<file path="src/rtl/xor_swap_engine.sv">
// xor_swap_engine: registered operand exchange done in place with three XOR steps.
// A pair enters on in_valid/in_ready and the swapped pair leaves on out_valid/out_ready.
module xor_swap_engine #(
    parameter int WIDTH = 8,
    parameter int CNT_W = 16
) (
    input  logic             clk,
    input  logic             rst_n,
    input  logic             in_valid,
    output logic             in_ready,
    input  logic [WIDTH-1:0] in_a,
    input  logic [WIDTH-1:0] in_b,
    output logic             out_valid,
    input  logic             out_ready,
    output logic [WIDTH-1:0] out_a,
    output logic [WIDTH-1:0] out_b,
    output logic             busy,
    output logic [CNT_W-1:0] swap_count
);

    typedef enum logic [2:0] {
        IDLE,
        X1,
        X2,
        X3,
        DONE
    } state_t;

    state_t           state_q, state_d;
    logic [WIDTH-1:0] reg_a_q, reg_a_d;
    logic [WIDTH-1:0] reg_b_q, reg_b_d;
    logic [CNT_W-1:0] count_q, count_d;

    always_comb begin
        // NOTE: every next-state value is defaulted first so no branch can infer a latch.
        state_d = state_q;
        reg_a_d = reg_a_q;
        reg_b_d = reg_b_q;
        count_d = count_q;
        case (state_q)
            IDLE: begin
                if (in_valid) begin
                    reg_a_d = in_a;
                    reg_b_d = in_b;
                    state_d = X1;
                end
            end
            X1: begin
                reg_a_d = reg_a_q ^ reg_b_q;
                state_d = X2;
            end
            X2: begin
                reg_b_d = reg_b_q ^ reg_a_q;
                state_d = X3;
            end
            X3: begin
                reg_a_d = reg_a_q ^ reg_b_q;
                state_d = DONE;
            end
            DONE: begin
                // The consume edge always returns to IDLE; no accept in the same cycle.
                if (out_ready) begin
                    state_d = IDLE;
                    count_d = count_q + CNT_W'(1);
                end
            end
            default: state_d = IDLE;
        endcase
    end

    // NOTE: sequential state uses non-blocking assignments so all registers update together.
    always_ff @(posedge clk or negedge rst_n) begin
        if (!rst_n) begin
            state_q <= IDLE;
            reg_a_q <= '0;
            reg_b_q <= '0;
            count_q <= '0;
        end else begin
            state_q <= state_d;
            reg_a_q <= reg_a_d;
            reg_b_q <= reg_b_d;
            count_q <= count_d;
        end
    end

    // Outputs are pure register decodes; data shows intermediate values until DONE.
    assign in_ready   = (state_q == IDLE);
    assign out_valid  = (state_q == DONE);
    assign busy       = (state_q != IDLE);
    assign out_a      = reg_a_q;
    assign out_b      = reg_b_q;
    assign swap_count = count_q;

endmodule

</file>
<file path="config.mk">
export PLATFORM = sky130hd
export DESIGN_NAME = xor_swap_engine
export DESIGN_NICKNAME = d
export VERILOG_FILES = /design/src/rtl/xor_swap_engine.sv
export SDC_FILE = /design/constraint.sdc
export NUM_CORES = 1
export LEC_CHECK = 0
export ABC_AREA = 0
export BUFFER_PORTS_ARGS = -buffer_cell sky130_fd_sc_hd__buf_2
export CORE_MARGIN = 4
export CORE_UTILIZATION = 29
export CTS_CLUSTER_SIZE = 10
export DETAILED_ROUTE_END_ITERATION = 6
export PLACE_DENSITY = 0.59
export SETUP_SLACK_MARGIN = 0.2
export SYNTH_ARGS = -nofsm -noshare
export SYNTH_HDL_FRONTEND = slang
export SYNTH_SLANG_ARGS = --single-unit
</file>
<file path="constraint.sdc">
create_clock -name clk -period 4.2 [get_ports clk]
set_clock_uncertainty 0.2 [all_clocks]
set_input_delay 0.42 -clock clk [delete_from_list [all_inputs] [get_ports clk]]
set_output_delay 0.42 -clock clk [all_outputs]
set_load 0.05 [all_outputs]
</file>
==> results of run 1 <==
## cells in the final DEF, fill, tap and decap left out, types with 2 or more instances in the layout
cell,n
a21oi_1,16
a311oi_1,16
buf_2,54
clkbuf_8,7
dfrtp_1,35
inv_1,3
nand2_1,9
nand2b_1,8
nand3_1,6
nand4_1,5
nor2_1,25
nor3_4,3
nor3b_2,2
nor4_2,2
or2b_1,8
xnor2_1,10
xor2_1,6
## flip-flops by register name (all words and copies together), names as in the netlist
signal / flops
state_q: 3
out_a: 8
swap_count: 16
out_b: 8
## worst max path at each step
| stage | to | slack, ns |
|---|---|---|
| 3_3_place_gp | out_b[2]$_DFFE_PN0P_ | 2.11 |
| 5_1_grt | out_b[4]$_DFFE_PN0P_ | 1.84 |
| 6_report | out_valid | 2.04 |
| 4_1_cts | out_valid | 2.02 |
| 3_5_place_dp | out_b[4]$_DFFE_PN0P_ | 2.04 |
| 2_1_floorplan | busy | 2.15 |
## cell families after synthesis
family,Yosys count,synth area share
AO/OA/AOI/OAI,34,0.135
XOR/XNOR,16,0.0778
adder cells (fa/ha/maj),1,0.00694
buffers and inverters,10,0.0410
flip-flops,35,0.486
AND/OR/NAND/NOR,74,0.253
## layer usage
metal / track usage / part of all wire
met5: 0 / 0
met4: 0.0340 / 0.0081
met3: 0.0314 / 0.078
met2: 0.176 / 0.43
met1: 0.164 / 0.49
## where the power goes
| group | internal, W | total [W] | leakage, nW | switching, W |
|---|---|---|---|---|
| clock network | 0.000150 | 0.000263 | 0.0515 | 0.000114 |
| logic | 0.000277 | 0.000907 | 0.526 | 0.000630 |
| registers | 0.000445 | 0.000597 | 0.428 | 0.000153 |
| total | 0.000871 | 0.00177 | 1.01 | 0.000896 |
## final cells by class
cell class                 count  area [µm²]  share of cell area
clock buffer                   8         100              0.0454
inverter                       3        11.3             0.00511
multi-input combinational    125         852               0.387
sequential                    35         876               0.398
tap                           75        93.8              0.0426
timing repair buffer          54         270               0.123
## per-stage QoR
step | power (W) | hold slack, ns | setup WS, ns | cells
final | 0.00177 | 0.0138 | 2.04 | 300
after global routing | 0.00189 | 0.0890 | 1.84 | 300
after CTS | 0.00179 | 0.0405 | 2.02 | 300
after detailed placement | 0.00152 | 0.276 | 2.04 | 292
after global placement | 0.00150 | 0.276 | 2.11 | 292
after floorplan | 0.00134 | -0.0756 | 2.15 | 170
==> reports/summary.txt, run 1 <==
Row count -> 28
Initial antenna violation count -> 0
Worst skew pair latency -> 0.28 ns
Post-synthesis sequential area ratio -> 0.486
TNS Setup -> 0 ns
N_diodes -> 0
Worst path required time -> 3.58 ns
Worst-path clk slew -> 0.07 ns
Antenna viol nets, final -> 0
Setup Buffers After CTS -> 0
Cell count along the critical path -> 2
Worst Path Arrival -> 1.54 ns
Num CTS Buffers -> 5
Total track usage -> 0.117
Cell Area, Synth -> 1800 µm²
First-pass GRT wire length -> 6.96 mm
R2r setup slk -> 2.06 ns
Minimum clock period -> 2.16 ns
YS warnings -> 0
Main synth FF type -> dfrtp_1
First-pass DRT Iterations -> 4
R2R Path End -> out_b[4]$_DFFE_PN0P_
RePlAce Congestion -> 0.817
Worst slew pin tran -> 0.843 ns
Max-Slew Margin vs Limit -> 0.435
Largest net degree at the start of global routing -> 36
Die Y-Extent -> 86.8 µm
Core area -> 5990 µm²
Outcome -> completed
CP startpoint -> state_q[2]$_DFFE_PN0P_
Crit path launch type -> flop
Period utilisation layout -> 0.515
CTS Buffer Depth -> 2
LEAKAGE -> 1.01 nW
R2R depth -> 4
Via Count -> 1442
Design Area, Final -> 2200 µm²
Final setup violation count -> 0
Synth area leaders -> dfrtp_1 49%, a311oi_1 7.8%, nor2_1 5.2%
Grt ovf -> 0
Worst-path cell chain -> nor3b_2, buf_2
Hold Crit Class -> in2async
Async SR Flop Fraction -> 1.00
Final Util -> 0.368
RR Startpoint -> state_q[0]$_DFFE_PN0P_
Top cells by count, synth -> 35 x dfrtp_1, 25 x nor2_1, 16 x a21oi_1, 16 x a311oi_1, 10 x xnor2_1
Power Density -> 802 nW/µm²
Clock Sinks -> 35
Top cell type by total area after synthesis -> dfrtp_1
Most frequent cell after synthesis -> dfrtp_1
Vias in the first global route -> 1420
Max Clk Rate -> 0.462 GHz
Die width -> 86.8 µm
Top-area cell type share of the netlist area -> 0.486
CP top delay family -> flip-flops
Post-cts resize count -> 0
Final layout net count -> 245
Crit-path max cell delay -> 0.58 ns
DPL Wire Length -> 3.02 mm
# IOs -> 55
Post-route DRC -> 0
Post-synth EDFFs -> 0
Initial Utilization -> 0.301
Slew Limit Fails -> 0
WL per Instance -> 14.0 µm
CTS tree -> yes
Syn Inst Count -> 170
Ratio of cells with drive above 1 in the final layout -> 0.320
Port bufs -> 54
Critical path fanouts, max -> 8
Synth Area per Inst -> 10.6 µm²
Worst path bufs/invs -> 1
Net count after synthesis -> 191
Count of cell types in the netlist -> 27
Initial drt markers -> 39
#FFs+latches synth -> 35
Worst vdd ir -> 0.336 mV
DR vias/cell -> 4.81
Aggregate routed wire length -> 4.21 mm
CP endpoint kind -> primary output
Die area -> 7540 µm²
Crit Path Class -> reg2out
Area of placed instances -> 2100 µm²
Hold_buf cts -> 0
Max-capacitance violation count -> 0
Filler Cell Count -> 615
Final hold violation count -> 0
Root Driver -> clkbuf_8
Htree depth -> 2
Crit-path slowest cell -> dfrtp_1
P&R area growth vs syn -> 22.3%
Unrepaired setup endpoints after global routing -> false
No activity file was read; power rests on OpenSTA's default activity.
==> run 2, diff against run 1 <==
==> constraint.sdc (replaced) <==
create_clock -name clk -period 2.22 [get_ports clk]
set_clock_uncertainty 0.2 [all_clocks]
set_input_delay 0.222 -clock clk [delete_from_list [all_inputs] [get_ports clk]]
set_output_delay 0.222 -clock clk [all_outputs]
set_load 0.05 [all_outputs]
==> reports/summary.txt, run 2 (same netlist as run 1, synthesis figures left out) <==
Outcome -> completed
R2R Path End -> out_a[3]$_DFFE_PN0P_
Commonest non-fill, non-tap cell in the layout -> buf_2
Area of the multi-input gates -> 852 µm² (unchanged)
Setup Buffers After CTS -> 0 (unchanged)
# IOs -> 55 (unchanged)
Comb pwr share -> 0.525 (+0.012)
Htree depth -> 2 (unchanged)
CTS tree -> yes
Final hold violation count -> 0 (unchanged)
WL per Instance -> 14.2 µm (+0.93%)
RR Startpoint -> state_q[0]$_DFFE_PN0P_
Cell count along the critical path -> 2 (unchanged)
N_diodes -> 0 (unchanged)
Largest net degree at the start of global routing -> 36 (unchanged)
First-pass DRT Iterations -> 4 (unchanged)
Max-Slew Margin vs Limit -> 0.460 (+0.0245)
Period utilisation layout -> 0.850
Met1 Usage GRT -> 0.160 (-0.00463)
Grt met2 use -> 0.187 (+0.0110)
Num CTS Buffers -> 5 (unchanged)
Hold_sp -> in_b[3]
Final setup violation count -> 0 (unchanged)
Power Total -> 0.00336 W (+90%)
First-pass GRT wire length -> 7.10 mm (+2.1%)
DPL Wire Length -> 3.01 mm (-0.29%)
CTS Buffer Depth -> 2 (unchanged)
Max reg flops -> 16 (unchanged)
Hold Crit Class -> in2reg
Crit-path max cell delay -> 0.52 ns (-0.06 ns)
Worst vdd ir -> 0.723 mV (+120%)
Max-capacitance violation count -> 0 (unchanged)
CP top delay family -> flip-flops
Crit-path slowest cell -> dfrtp_1
Worst-path clk slew -> 0.07 ns (about the same)
Root Driver -> clkbuf_8
Most frequent cells in the layout -> 54 x buf_2, 34 x dfrtp_1, 25 x nor2_1, 16 x a21oi_1, 16 x a311oi_1
Antenna viol nets, final -> 0 (unchanged)
Dpl cells -> 295 (+1.0%)
Port bufs -> 54 (unchanged)
Sequential share of power -> 0.337 (about the same)
R2R depth -> 4 (unchanged)
Filler Cell Count -> 588 (-4.4%)
TNS Setup -> 0 ns (unchanged)
Net switching power -> 0.00172 W (+92%)
P&R area growth vs syn -> 24.0%
Grt ovf -> 0 (unchanged)
Power Density -> 1510 nW/µm² (+88%)
Aggregate routed wire length -> 4.31 mm (+2.3%)
Initial Utilization -> 0.301 (unchanged)
DR vias/cell -> 4.77 (-0.70%)
Via Count -> 1451 (+0.62%)
Initial drt markers -> 51 (+31%)
Layout Cells excl Fill -> 304 (+1.3%)
Clock Power Share -> 0.138 (-0.011)
Worst Path Arrival -> 1.47 ns (-0.07 ns)
Minimum clock period -> 1.89 ns
RePlAce Congestion -> 0.793 (-3.0%)
Post-route DRC -> 0 (unchanged)
CP endpoint kind -> primary output
Slew Limit Fails -> 0 (unchanged)
Worst-path cell chain -> nor3b_2, buf_2
CP startpoint -> state_q[0]$_DFFE_PN0P_
Clock Sinks -> 35 (unchanged)
Crit path launch type -> flop
Final layout net count -> 250 (+2.0%)
Grt peak-use layer -> met2
Ratio of cells with drive above 1 in the final layout -> 0.332 (+0.0119)
R2r setup slk -> 0.38 ns (-1.68 ns)
Worst path bufs/invs -> 1 (unchanged)
Die width -> 86.8 µm (unchanged)
Die Y-Extent -> 86.8 µm (unchanged)
FF+latch area -> 877 µm² (+0.14%)
Crit Path Class -> reg2out
LEAKAGE -> 1.02 nW (+1.7%)
Internal -> 0.00164 W (+88%)
Die area -> 7540 µm² (unchanged)
Unrepaired setup endpoints after global routing -> false
Row count -> 28 (unchanged)
Core area -> 5990 µm² (unchanged)
Sw frac -> 0.513 (+0.00560)
Total track usage -> 0.120 (+0.00306)
Hold path depth -> 3
Initial antenna violation count -> 0 (unchanged)
Met3 Use GR -> 0.0380 (+0.00665)
Vias in the first global route -> 1496 (+5.4%)
Worst slew pin tran -> 0.810 ns (-0.0330 ns)
Worst path required time -> 1.80 ns (-1.78 ns)
Worst skew pair latency -> 0.28 ns (about the same)
Max Clk Rate -> 0.530 GHz
Worst Setup EP -> out_valid
Critical path fanouts, max -> 8 (unchanged)
-- run 2: changes by cell type in the layout (fill, tap and decap cells not counted) --
cell           previous run  this run
dfrtp_2                   0         1
dfrtp_1                  35        34
clkinv_2                  0         1
clkbuf_1                  1         0
buf_4                     0         3
dlygate4sd3_1             0         2
clkbuf_8                  7         6
-- run 2: layout make-up --
cell class	count	area share
Multi-Input combinational cell	125	0.381
Inverter	3	0.00504
Sequential cell	35	0.392
Clock inverter	1	0.00224
Clock buffer	6	0.0370
Tap cell	75	0.0420
Timing Repair Buffer	59	0.140
-- run 2: routing by layer --
layer	up-vias	share of wire
met1	662	0.47
met5	-	0
met2	60	0.44
met4	0	0.0072
li1	725	-
met3	4	0.080
-- run 2: worst min path at each step --
stage	to	slack [ns]
floorplan	out_a[0]$_DFFE_PN0P_	-0.27
global placement	out_b[5]$_DFFE_PN0P_	0.16
detailed placement	out_b[5]$_DFFE_PN0P_	0.16
CTS	out_b[3]$_DFFE_PN0P_	0.004
global route	out_b[3]$_DFFE_PN0P_	0.008
finish	out_b[3]$_DFFE_PN0P_	0.01
-- run 2: power groups by stage --
stage | registers [W] | clock network (W) | logic [W]
3_3_place_gp | 0.00113 | 0 | 0.00176
6_report | 0.00113 | 0.000463 | 0.00177
5_1_grt | 0.00118 | 0.000507 | 0.00191
3_5_place_dp | 0.00114 | 0 | 0.00178
4_1_cts | 0.00113 | 0.000482 | 0.00179
2_1_floorplan | 0.00159 | 0 | 0.000940
-- run 2: worst register-to-register path: cells and delay by family, from the launching register on --
kind | cells | cell delay, ns
simple gates | 2 | 0.71
compound gates | 2 | 0.22
flops | 1 | 0.58
-- run 2: what timing repair did --
item                       4_1_cts  5_1_grt
setup endpoints to repair        0        1
hold endpoints to repair        36        0
gates resized for setup          0        1
hold buffers                     2        0
-- run 2: through the flow --
step	worst slack [ns]	hold WS (ns)	util	area, µm²
6_report	0.332	0.0139	0.373	2230
5_1_grt	0.201	0.00838	0.373	2230
4_1_cts	0.220	0.00372	0.373	2230
3_5_place_dp	0.387	0.159	0.355	2130
3_3_place_gp	0.431	0.162	0.355	2130
2_1_floorplan	0.238	-0.274	-	1800
==> run 3, diff against run 2 <==
--- a/config.mk
+++ b/config.mk
@@ -7,7 +7,7 @@
 export LEC_CHECK = 0
 export ABC_AREA = 0
 export BUFFER_PORTS_ARGS = -buffer_cell sky130_fd_sc_hd__buf_2
-export CORE_MARGIN = 4
+export CORE_MARGIN = 5
 export CORE_UTILIZATION = 29
 export CTS_CLUSTER_SIZE = 10
 export DETAILED_ROUTE_END_ITERATION = 6
==> reports/summary.txt, run 3 (same netlist as run 1, synthesis figures left out) <==
Ratio of cells with drive above 1 in the final layout -> 0.333 (+0.00146)
Post-route DRC -> 0 (unchanged)
Initial Utilization -> 0.301 (unchanged)
# IOs -> 55 (unchanged)
Die Y-Extent -> 88.8 µm (+2.3%)
RePlAce Congestion -> 0.768 (-3.2%)
Largest net degree at the start of global routing -> 36 (unchanged)
Max-capacitance violation count -> 0 (unchanged)
Worst-path clk slew -> 0.07 ns (about the same)
Worst path required time -> 1.80 ns (about the same)
Dpl cells -> 294 (-0.34%)
First-pass DRT Iterations -> 4 (unchanged)
Row count -> 28 (unchanged)
Commonest non-fill, non-tap cell in the layout -> buf_2
Die width -> 88.8 µm (+2.3%)
DR vias/cell -> 4.84 (+1.5%)
First-pass GRT wire length -> 7.60 mm (+7.1%)
Hold Crit Class -> in2reg
WL per Instance -> 14.4 µm (+1.4%)
Minimum clock period -> 1.87 ns (-0.0144 ns)
Port bufs -> 54 (unchanged)
Max reg flops -> 16 (unchanged)
Worst Path Arrival -> 1.45 ns (-0.02 ns)
Crit Path Class -> reg2out
Core area -> 5990 µm² (unchanged)
Final hold violation count -> 0 (unchanged)
Via Count -> 1511 (+4.1%)
Grt ovf -> 0 (unchanged)
Worst vdd ir -> 0.713 mV (-1.4%)
Max Clk Rate -> 0.534 GHz (+0.77%)
Hold_sp -> in_b[5]
R2R Path End -> out_a[4]$_DFFE_PN0P_
DPL Wire Length -> 3.15 mm (+4.8%)
Final Util -> 0.382 (+0.00898)
Sink of the worst hold path -> out_b[5]$_DFFE_PN0P_
Final setup violation count -> 0 (unchanged)
Final layout net count -> 257 (+2.8%)
Slew Limit Fails -> 0 (unchanged)
Outcome -> completed
Antenna viol nets, final -> 0 (unchanged)
Crit path launch type -> flop
R2r setup slk -> 0.42 ns (+0.04 ns)
LEAKAGE -> 1.05 nW (+2.7%)
TNS Setup -> 0 ns (unchanged)
Area of placed instances -> 2120 µm² (-0.35%)
Worst skew pair latency -> 0.29 ns (about the same)
Die area -> 7890 µm² (+4.7%)
Aggregate routed wire length -> 4.48 mm (+4.1%)
Clock Sinks -> 35 (unchanged)
N_diodes -> 0 (unchanged)
Initial antenna violation count -> 0 (unchanged)
Most frequent cells in the layout -> 54 x buf_2, 34 x dfrtp_1, 25 x nor2_1, 16 x a21oi_1, 16 x a311oi_1
Design Area, Final -> 2290 µm² (+2.4%)
Worst slew pin tran -> 0.800 ns (-0.0101 ns)
Power Density -> 1490 nW/µm² (-0.70%)
CTS tree -> yes
Num CTS Buffers -> 5 (unchanged)
Period utilisation layout -> 0.844 (-0.00649)
CTS Buffer Depth -> 2 (unchanged)
Root Driver -> clkbuf_8
P&R area growth vs syn -> 27.0%
R2R depth -> 4 (unchanged)
Vias in the first global route -> 1550 (+3.6%)
Total track usage -> 0.123 (+0.00315)
Max-Slew Margin vs Limit -> 0.467 (+0.00675)
Hold path depth -> 3 (unchanged)
Critical path fanouts, max -> 8 (unchanged)
RR Startpoint -> state_q[0]$_DFFE_PN0P_
CP endpoint kind -> primary output
Initial drt markers -> 40 (-22%)
Htree depth -> 2 (unchanged)
Unrepaired setup endpoints after global routing -> false
Layout Cells excl Fill -> 312 (+2.6%)
run 3: changes by cell type in the layout (fill, tap and decap cells not counted), sizes merged:
cell / before / now
buf: 57 / 61
clkbuf: 6 / 7
dlygate4sd3: 2 / 5
run 3: power by group:
part	switching (W)	internal [W]
registers	0.000292	0.000843
logic	0.00122	0.000609
clock network	0.000233	0.000220
run 3: stage by stage:
stage | worst slack, ns | hold slack, ns | total power [W]
3_3_place_gp | 0.434 | 0.163 | 0.00286
2_1_floorplan | 0.238 | -0.274 | 0.00253
6_report | 0.346 | 0.0104 | 0.00342
5_1_grt | 0.231 | 0.00828 | 0.00367
3_5_place_dp | 0.348 | 0.157 | 0.00291
4_1_cts | 0.214 | 0.00492 | 0.00339
run 3: worst max-delay path: stages, from the launching register on:
cell and delay (ns):
dfrtp_1 0.52, nor3b_2 0.33, buf_2 0.32
run 3: final cells by class:
| type | count | area, µm² |
|---|---|---|
| clock buffer | 7 | 76.3 |
| sequential | 35 | 877 |
| timing repair buffer | 66 | 373 |
| fill | 619 | 3700 |
| inverter | 3 | 11.3 |
| clock inverter | 1 | 5.00 |
| multi-input combinational | 125 | 852 |
| tap | 75 | 93.8 |
run 3: worst max path at each step:
stage | from | to | cells past startpoint
2_1_floorplan | state_q[0]$_DFFE_PN0P_ | out_a[5]$_DFFE_PN0P_ | 6
3_3_place_gp | state_q[0]$_DFFE_PN0P_ | out_a[6]$_DFFE_PN0P_ | 4
3_5_place_dp | state_q[0]$_DFFE_PN0P_ | out_a[4]$_DFFE_PN0P_ | 4
4_1_cts | state_q[2]$_DFFE_PN0P_ | out_valid | 2
5_1_grt | state_q[0]$_DFFE_PN0P_ | out_a[4]$_DFFE_PN0P_ | 4
6_report | state_q[0]$_DFFE_PN0P_ | out_valid | 2
run 3: metal layers:
layer / GRT usage / vias up / wire length, µm
met1: 0.172 / 710 / 2130
met5: 0 / - / 0
met3: 0.0289 / 10 / 310
li1: - / 740 / -
met4: 0.0495 / 0 / 74
met2: 0.184 / 51 / 1970
run 3: what timing repair did:
action,4_1_cts,5_1_grt
endpoints found under the hold margin,39,0
endpoints found under the setup margin,0,2
resized for setup,0,1
setup buffers,0,5
hold buffers,5,0
